==> src/rtl/timer_ctrl.sv <==
// timer_ctrl - mode and count controller for the Basys3 digital timer.
//
// Owns the seconds/minutes registers and sequences set, run and pause from
// debounced one-cycle button pulses and a 1 Hz tick. Every output is a
// register so the digit splitter and blink logic see clean values.
//
// Build option:
//   TIMER_COUNTDOWN_EN  defined     : RUN counts down and stops in DONE at 00:00
//   TIMER_COUNTDOWN_EN  not defined : RUN counts up (stopwatch), done tied to 0
//
// Button priority in every cycle is start > mode > inc; a lower-priority
// pulse arriving together with a higher one is dropped, even in states where
// the higher one has no effect.

module timer_ctrl #(
    parameter int unsigned MAX_MIN = 59
) (
    input  logic       clk,
    input  logic       reset,
    input  logic       tick,
    input  logic       btn_start,
    input  logic       btn_mode,
    input  logic       btn_inc,
    output logic [5:0] seconds,
    output logic [5:0] minutes,
    output logic       running,
    output logic [1:0] set_sel,
    output logic       done
);

    localparam logic [5:0] MAX_MIN_C = 6'(MAX_MIN);
    localparam logic [5:0] MAX_SEC_C = 6'd59;

    localparam logic [1:0] SEL_NONE = 2'b00;
    localparam logic [1:0] SEL_MIN  = 2'b01;
    localparam logic [1:0] SEL_SEC  = 2'b10;

`ifdef TIMER_COUNTDOWN_EN
    typedef enum logic [2:0] {
        ST_IDLE    = 3'd0,
        ST_SET_MIN = 3'd1,
        ST_SET_SEC = 3'd2,
        ST_RUN     = 3'd3,
        ST_PAUSE   = 3'd4,
        ST_DONE    = 3'd5
    } state_t;
`else
    typedef enum logic [2:0] {
        ST_IDLE    = 3'd0,
        ST_SET_MIN = 3'd1,
        ST_SET_SEC = 3'd2,
        ST_RUN     = 3'd3,
        ST_PAUSE   = 3'd4
    } state_t;
`endif

    // Increment with wrap: anything at or above the limit folds back to 0,
    // so a corrupted register can never walk out of range.
    function automatic logic [5:0] inc_wrap(input logic [5:0] v, input logic [5:0] lim);
        logic [5:0] r;
        if (v >= lim) begin
            r = 6'd0;
        end else begin
            r = v + 6'd1;
        end
        return r;
    endfunction

    // Decrement with wrap: 0 goes to the limit, out-of-range values clamp to it.
    function automatic logic [5:0] dec_wrap(input logic [5:0] v, input logic [5:0] lim);
        logic [5:0] r;
        if (v == 6'd0) begin
            r = lim;
        end else if (v > lim) begin
            r = lim;
        end else begin
            r = v - 6'd1;
        end
        return r;
    endfunction

    state_t     state_r;
    state_t     state_nx_s;
    logic [5:0] sec_r;
    logic [5:0] min_r;
    logic [5:0] sec_nx_s;
    logic [5:0] min_nx_s;
    logic       running_r;
    logic       running_nx_s;
    logic [1:0] set_sel_r;
    logic [1:0] set_sel_nx_s;

    // Tick-driven count candidate, derived from the current value in every state.
    logic [5:0] cnt_sec_s;
    logic [5:0] cnt_min_s;

    // Prioritised button pulses.
    logic       start_s;
    logic       mode_s;
    logic       inc_s;

    assign start_s = btn_start;
    assign mode_s  = btn_mode & ~btn_start;
    assign inc_s   = btn_inc & ~btn_start & ~btn_mode;

`ifdef TIMER_COUNTDOWN_EN
    logic       done_r;
    logic       done_nx_s;
    logic       cnt_zero_s;
    logic       can_start_s;

    assign cnt_zero_s  = (cnt_sec_s == 6'd0) && (cnt_min_s == 6'd0);
    assign can_start_s = (sec_r != 6'd0) || (min_r != 6'd0);

    // Countdown step: seconds borrow from minutes when they pass zero.
    always_comb begin
        cnt_sec_s = sec_r;
        cnt_min_s = min_r;
        if (sec_r == 6'd0) begin
            cnt_sec_s = MAX_SEC_C;
            cnt_min_s = dec_wrap(min_r, MAX_MIN_C);
        end else begin
            cnt_sec_s = dec_wrap(sec_r, MAX_SEC_C);
            cnt_min_s = min_r;
        end
    end
`else
    // Up-count step: seconds carry into minutes, minutes wrap past MAX_MIN.
    always_comb begin
        cnt_sec_s = sec_r;
        cnt_min_s = min_r;
        if (sec_r >= MAX_SEC_C) begin
            cnt_sec_s = 6'd0;
            cnt_min_s = inc_wrap(min_r, MAX_MIN_C);
        end else begin
            cnt_sec_s = sec_r + 6'd1;
            cnt_min_s = min_r;
        end
    end
`endif

    // Next-state and next-value logic for the mode FSM and count registers.
    always_comb begin
        state_nx_s = state_r;
        sec_nx_s   = sec_r;
        min_nx_s   = min_r;
        case (state_r)
            ST_IDLE: begin
                if (start_s) begin
`ifdef TIMER_COUNTDOWN_EN
                    if (can_start_s) begin
                        state_nx_s = ST_RUN;
                    end else begin
                        state_nx_s = ST_IDLE;
                    end
`else
                    state_nx_s = ST_RUN;
`endif
                end else if (mode_s) begin
                    state_nx_s = ST_SET_MIN;
                end else begin
                    state_nx_s = ST_IDLE;
                end
            end
            ST_SET_MIN: begin
                if (mode_s) begin
                    state_nx_s = ST_SET_SEC;
                end else if (inc_s) begin
                    min_nx_s = inc_wrap(min_r, MAX_MIN_C);
                end else begin
                    state_nx_s = ST_SET_MIN;
                end
            end
            ST_SET_SEC: begin
                if (mode_s) begin
                    state_nx_s = ST_IDLE;
                end else if (inc_s) begin
                    sec_nx_s = inc_wrap(sec_r, MAX_SEC_C);
                end else begin
                    state_nx_s = ST_SET_SEC;
                end
            end
            ST_RUN: begin
                if (tick) begin
                    sec_nx_s = cnt_sec_s;
                    min_nx_s = cnt_min_s;
                end else begin
                    sec_nx_s = sec_r;
                    min_nx_s = min_r;
                end
`ifdef TIMER_COUNTDOWN_EN
                // Reaching zero wins over a simultaneous pause request.
                if (tick && cnt_zero_s) begin
                    state_nx_s = ST_DONE;
                end else if (start_s) begin
                    state_nx_s = ST_PAUSE;
                end else begin
                    state_nx_s = ST_RUN;
                end
`else
                if (start_s) begin
                    state_nx_s = ST_PAUSE;
                end else begin
                    state_nx_s = ST_RUN;
                end
`endif
            end
            ST_PAUSE: begin
                if (start_s) begin
                    state_nx_s = ST_RUN;
                end else if (mode_s) begin
                    state_nx_s = ST_IDLE;
                    sec_nx_s   = 6'd0;
                    min_nx_s   = 6'd0;
                end else begin
                    state_nx_s = ST_PAUSE;
                end
            end
`ifdef TIMER_COUNTDOWN_EN
            ST_DONE: begin
                sec_nx_s = 6'd0;
                min_nx_s = 6'd0;
                if (start_s || mode_s) begin
                    state_nx_s = ST_IDLE;
                end else begin
                    state_nx_s = ST_DONE;
                end
            end
`endif
            default: begin
                state_nx_s = ST_IDLE;
                sec_nx_s   = 6'd0;
                min_nx_s   = 6'd0;
            end
        endcase
    end

    // Status outputs decoded from the next state so they change with it.
    always_comb begin
        running_nx_s = 1'b0;
        set_sel_nx_s = SEL_NONE;
        case (state_nx_s)
            ST_RUN:     running_nx_s = 1'b1;
            ST_SET_MIN: set_sel_nx_s = SEL_MIN;
            ST_SET_SEC: set_sel_nx_s = SEL_SEC;
            default: begin
                running_nx_s = 1'b0;
                set_sel_nx_s = SEL_NONE;
            end
        endcase
    end

`ifdef TIMER_COUNTDOWN_EN
    assign done_nx_s = (state_nx_s == ST_DONE);
`endif

    // State, count and status registers with synchronous reset.
    always_ff @(posedge clk) begin
        if (reset) begin
            state_r   <= ST_IDLE;
            sec_r     <= 6'd0;
            min_r     <= 6'd0;
            running_r <= 1'b0;
            set_sel_r <= SEL_NONE;
`ifdef TIMER_COUNTDOWN_EN
            done_r    <= 1'b0;
`endif
        end else begin
            state_r   <= state_nx_s;
            sec_r     <= sec_nx_s;
            min_r     <= min_nx_s;
            running_r <= running_nx_s;
            set_sel_r <= set_sel_nx_s;
`ifdef TIMER_COUNTDOWN_EN
            done_r    <= done_nx_s;
`endif
        end
    end

    assign seconds = sec_r;
    assign minutes = min_r;
    assign running = running_r;
    assign set_sel = set_sel_r;
`ifdef TIMER_COUNTDOWN_EN
    assign done    = done_r;
`else
    assign done    = 1'b0;
`endif

endmodule

==> config.mk <==
export PLATFORM = sky130hd
export DESIGN_NAME = timer_ctrl
export DESIGN_NICKNAME = d
export VERILOG_FILES = /design/src/rtl/timer_ctrl.sv
export SDC_FILE = /design/constraint.sdc
export NUM_CORES = 1
export LEC_CHECK = 0
export ABC_CLOCK_PERIOD_IN_PS = 3350
export CORE_UTILIZATION = 52
export CTS_CLUSTER_DIAMETER = 40
export DETAILED_ROUTE_END_ITERATION = 7
export PLACE_DENSITY_LB_ADDON = 0.05
export SYNTH_ARGS = -nofsm -noshare
export SYNTH_HDL_FRONTEND = slang
export SYNTH_SLANG_ARGS = --single-unit
==> constraint.sdc <==
create_clock -name clk -period 3.35 [get_ports clk]
set_input_delay 0.8375 -clock clk [delete_from_list [all_inputs] [get_ports clk]]
set_output_delay 0.8375 -clock clk [all_outputs]
set_load 0.01 [all_outputs]
; ---- Word level (Yosys, flattened, before mapping)
; Index checks and enable logic that the tools add are counted.
[word_totals]
ff_bits = 18
input_bits = 6
output_inout_bits = 16
mem_bits_rw = 0
word_cells = 61
memories = 0
latchBits = 0
romBits = 0
[op_classes]
n_shift = 0
n_mux = 25
reduce_logical = 5
eq_ne = 15
bitwise_logic = 7
div = 0
multipliers = 0
order_cmp = 2
n_addsub = 2
[op_table]
columns = cell, n
row1 = 6-bit 2-to-1 mux, 11
row2 = 6-bit one-hot mux with 4 select lines, 2
row3 = 3-bit 2-to-1 mux, 7
row4 = 2-bit != test (second input constant), 8
row5 = 3-bit one-hot mux with 5 select lines, 1
row6 = 6-bit by 1-bit adder with 6-bit output (second input constant), 2
row7 = 3-bit by 2-bit == test with 1-bit output (second input constant), 4
row8 = 6-bit >= comparator (second input constant), 2
row9 = 7-bit AND reduction, 1
row10 = 3-bit by 1-bit == test with 1-bit output (second input constant), 2
row11 = 6-bit AND reduction, 1
row12 = 1-bit NOT, 4
row13 = 2-bit one-hot mux with 2 select lines, 1
row14 = 2-bit OR reduction, 2
row15 = 1-bit AND, 3
row16 = 3-bit == test (second input constant), 1
row17 = 3-bit logical NOT, 1
row18 = 1-bit 2-to-1 mux, 2
row19 = 2-bit 2-to-1 mux, 1

; ---- Logic depth before layout (Yosys ltp)
[depth]
depth_word = 8
depth_mapped = 6
mapped_depth_nobuf = 6

; ---- Least setup slack after synthesis
; No wires, ideal clock.
[synth_path]
path_type = input-to-reg
from = input port btn_start
to = register sec_r[4], in the netlist seconds[4]
path_slack_ps = 1223
t_arrival_ps = 2057
setup_time_ps = 70
stages = 6
required_ps = 3280
cell_sequence = buf_6 nor3b_2 o21ai_1 a21o_4 or4_1 a21oi_1
[synth_via]
elab_chain_cells = 5
elab_cells_between_ends = 9
cone_classes = eq/ne (4) / bitwise (4) / reduce/logical (1)
[synth_rtl]
columns = element, line
row1 = from (decl), 21  ; input logic btn_start,
row2 = 1-bit NOT, "103, 104"
row3 = 1-bit AND (2 in a row), 104  ; assign inc_s = btn_inc & ~btn_start & ~btn_mode;
row4 = 2-bit != test (no source line), --
row5 = 6-bit AND reduction (no source line) *, --
row6 = to (signal assigned), 270  ; sec_r <= sec_nx_s;
row7 = to (decl), 84  ; logic [5:0] sec_r;
; Mark *: on every way between the ends. The rest lies on a longest branch, timed or not.
; A chain may end at the register's enable or synchronous reset.

; ---- Worst setup path in the final report
; Ends and elaborated chain as after synthesis.

==> impl_metrics.yaml <==
critical_path:
  crit_buf_inv: 1
  cp.depth: 6
  end_kind: "flip-flop"
  cp.required_ps: 3550
  critPathMaxFanout: 9
  cp-startpoint: "btn_start"
  cp_slowest_stage_delay_ps: 580
  reg2reg_depth: 5
  cp_top_family: "simple AND/OR/NAND/NOR gates"
  cp_data_arrival_time_ps: 2720
  r2r-start: "seconds[0]"
  startpoint_type: "input pin"
  worst-setup-path-type: "input pin to flip-flop"
  slowest_stage: "clkdlybuf4s50_1"
  path_cells: "clkdlybuf4s50_1 -> nor3b_2 -> o21ai_1 -> a21o_4 -> or4_1 -> a21oi_1"
finish:
  utilization_pct: 69.2
  num_antenna_cells: 0
  area_growth_pct: 22.2
  fill_cells: 150
  drive_gt1_share_pct: 9.85
  fin_nets: 142
  layoutNonFillerInstCount: 157
yosys:
  synth_fp_nets: 123
  async_reset_ff_share_pct: 0
  syn_inst: 115
  ys_warn_count: 0
  yosysSeqAreaShare_pct: 36.5
  avgSynthCellArea_sq_um: 8.60
  synth_edf_count: 0
  synth_seq_cells: 18
  synth_area_sq_um: 988
  ys_types: 48
  synth_flop_cell: "dfxtp_1"
floorplanning:
  num_rows: 15
  design.core.area_sq_um: 1750
  die-area_sq_um: 2080
  start_util_pct: 56.6
  io_pins: 22
  die_w_um: 45.6
  die_h_um: 45.6
route:
  viasPerCell: 5.97
  vias: 937
  wire_per_inst_um: 13.2
  drcViolationCount: 0
  wl_mm: 2.08
  drt.antenna.violating_nets: 0
  dr.pass1.iters: 4
  drt-initial-drc-count: 27
place:
  gp_congestion: 0.800
  dpl_worst_slack_ps: 557
  placed_cells: 154
  portBuffers: 20
  dp_hpwl_mm: 1.49
timing:
  finalSetupViolations: 0
  period_needed_ps: 2520
  rsz0062_at_grt: "false"
  final_hold_viol_count: 0
  slew_headroom_pct: 56.4
  worst_slew_pin_slew_ps: 651
  hold_ws_ps: 493
  tns_ps: 0
  fin_crit_sh_pct: 75.1
  skew_ps: 2.39
  fmax_mhz: 397
  setup_slack_ps: 834
  drv_slew: 0
cts:
  insertion_delay_ps: 280
  ctsResizeCount: 0
  cts_setup_buffers: 0
  numCtsBuffers: 3
  cts_tree: "done"
  cts_root_buf: "clkbuf_4"
  clk_path_buf_depth: 2
  clk_pin_slew_ps: 90
  cts_hold_buf: 0
  cts_max_level: 1
  cts_sinks: 18
grt:
  grt_pass1_vias: 784
  grt_pass1_wl_mm: 3.39
  grt_max_degree: 19
  grt_antenna_before_repair: 0
  overflow: 0
  grt_usage_pct: 22.4
power:
  p_leak_nw: 0.436
  p_per_area_nw_per_um2: 347
  ir_drop_mv: 0.321
job:
  maxCapViolations: 0
run_status:
  status: "finished, final reports clean"
min_path:
  hp-class: "flip-flop to flip-flop"
  min_delay_path_depth: 2
  worstHoldStart: "seconds[1]"
-- logic make-up after synthesis --
family                     after synthesis  synth area share (%)
DFF                                     18                  36.5
xor gates and xnor gates                 1                 0.886
adders and majority gates                2                  2.53
other                                    1                 0.379
muxes                                    2                  2.03
and+or+nand+nor                         42                  25.7
buffers and inverters                   12                  5.82
AOI/OAI and AO/OA                       37                  26.2
-- metrics by stage --
| step | power (mW) | instance area [sq um] |
|---|---|---|
| after floorplan | 0.298 | 988 |
| after global placement | 0.319 | 1180 |
| after global routing | 0.448 | 1210 |
| after CTS | 0.423 | 1210 |
| final | 0.419 | 1210 |
| after detailed placement | 0.322 | 1180 |
-- worst min-delay path, stage by stage, from the launching register on --
cell and delay [ps]:
dfxtp_1 340, nand2_1 60, a21oi_1 50
-- final cells by class --
| class | instances | area (sq um) | share of cell area (%) |
|---|---|---|---|
| Multi-Input combinational cell | 85 | 571 | 47.3 |
| Sequential cell | 18 | 360 | 29.8 |
| Timing Repair Buffer | 20 | 200 | 16.6 |
| Tap cell | 25 | 31.3 | 2.59 |
| Clock buffer | 3 | 22.5 | 1.87 |
| Inverter | 6 | 22.5 | 1.87 |
-- Yosys cell counts (2+ instances only) --
master,number,area (sq um)
a311oi_1,2,17.5
a31o_2,2,17.5
a21oi_1,12,60.1
nand2_1,3,11.3
inv_1,5,18.8
nor2_1,11,41.3
nand4_1,2,12.5
dfxtp_1,18,360
o21ai_0,6,30.0
nor3b_1,2,15.0
nand4b_1,2,17.5
ha_1,2,25.0
clkbuf_1,3,11.3
nor4_1,3,18.8
nand3_1,5,25.0
or3_1,2,12.5
nor3_1,2,10.0
mux2i_1,2,20.0
a41oi_1,2,17.5
-- registers in the layout (all words and copies together) (netlist names) --
name,count
minutes,6
running,1
seconds,6
set_sel,2
state_r,3
-- cell usage in the layout (no fill, tap or decap), types with 3 or more instances in the layout --
master	n
nor2_1	11
nand3_1	5
clkdlybuf4s50_1	20
inv_1	5
clkbuf_4	3
dfxtp_1	18
nand2_1	3
nor4_1	3
o21ai_0	6
a21oi_1	12
-- metal layers --
| metal | GRT usage (%) | wire length [um] | vias to the layer above |
|---|---|---|---|
| li1 | - | - | 468 |
| met1 | 29.5 | 957 | 440 |
| met2 | 36.0 | 995 | 27 |
| met3 | 3.57 | 112 | 2 |
| met4 | 9.09 | 12 | 0 |
| met5 | 0 | 0 | - |
-- final timing paths --
kind | to | slack (ps)
hold reg to reg | seconds[1] | 490
setup / recovery | seconds[4] | 830
setup reg to reg | seconds[4] | 1360
hold / removal | seconds[1] | 490
-- power breakdown --
group,switching (mW),internal [mW]
registers,0.0140,0.222
clock network,0.0598,0.0417
logic,0.0417,0.0402
Note: power is estimated with default switching activity, not from simulation.
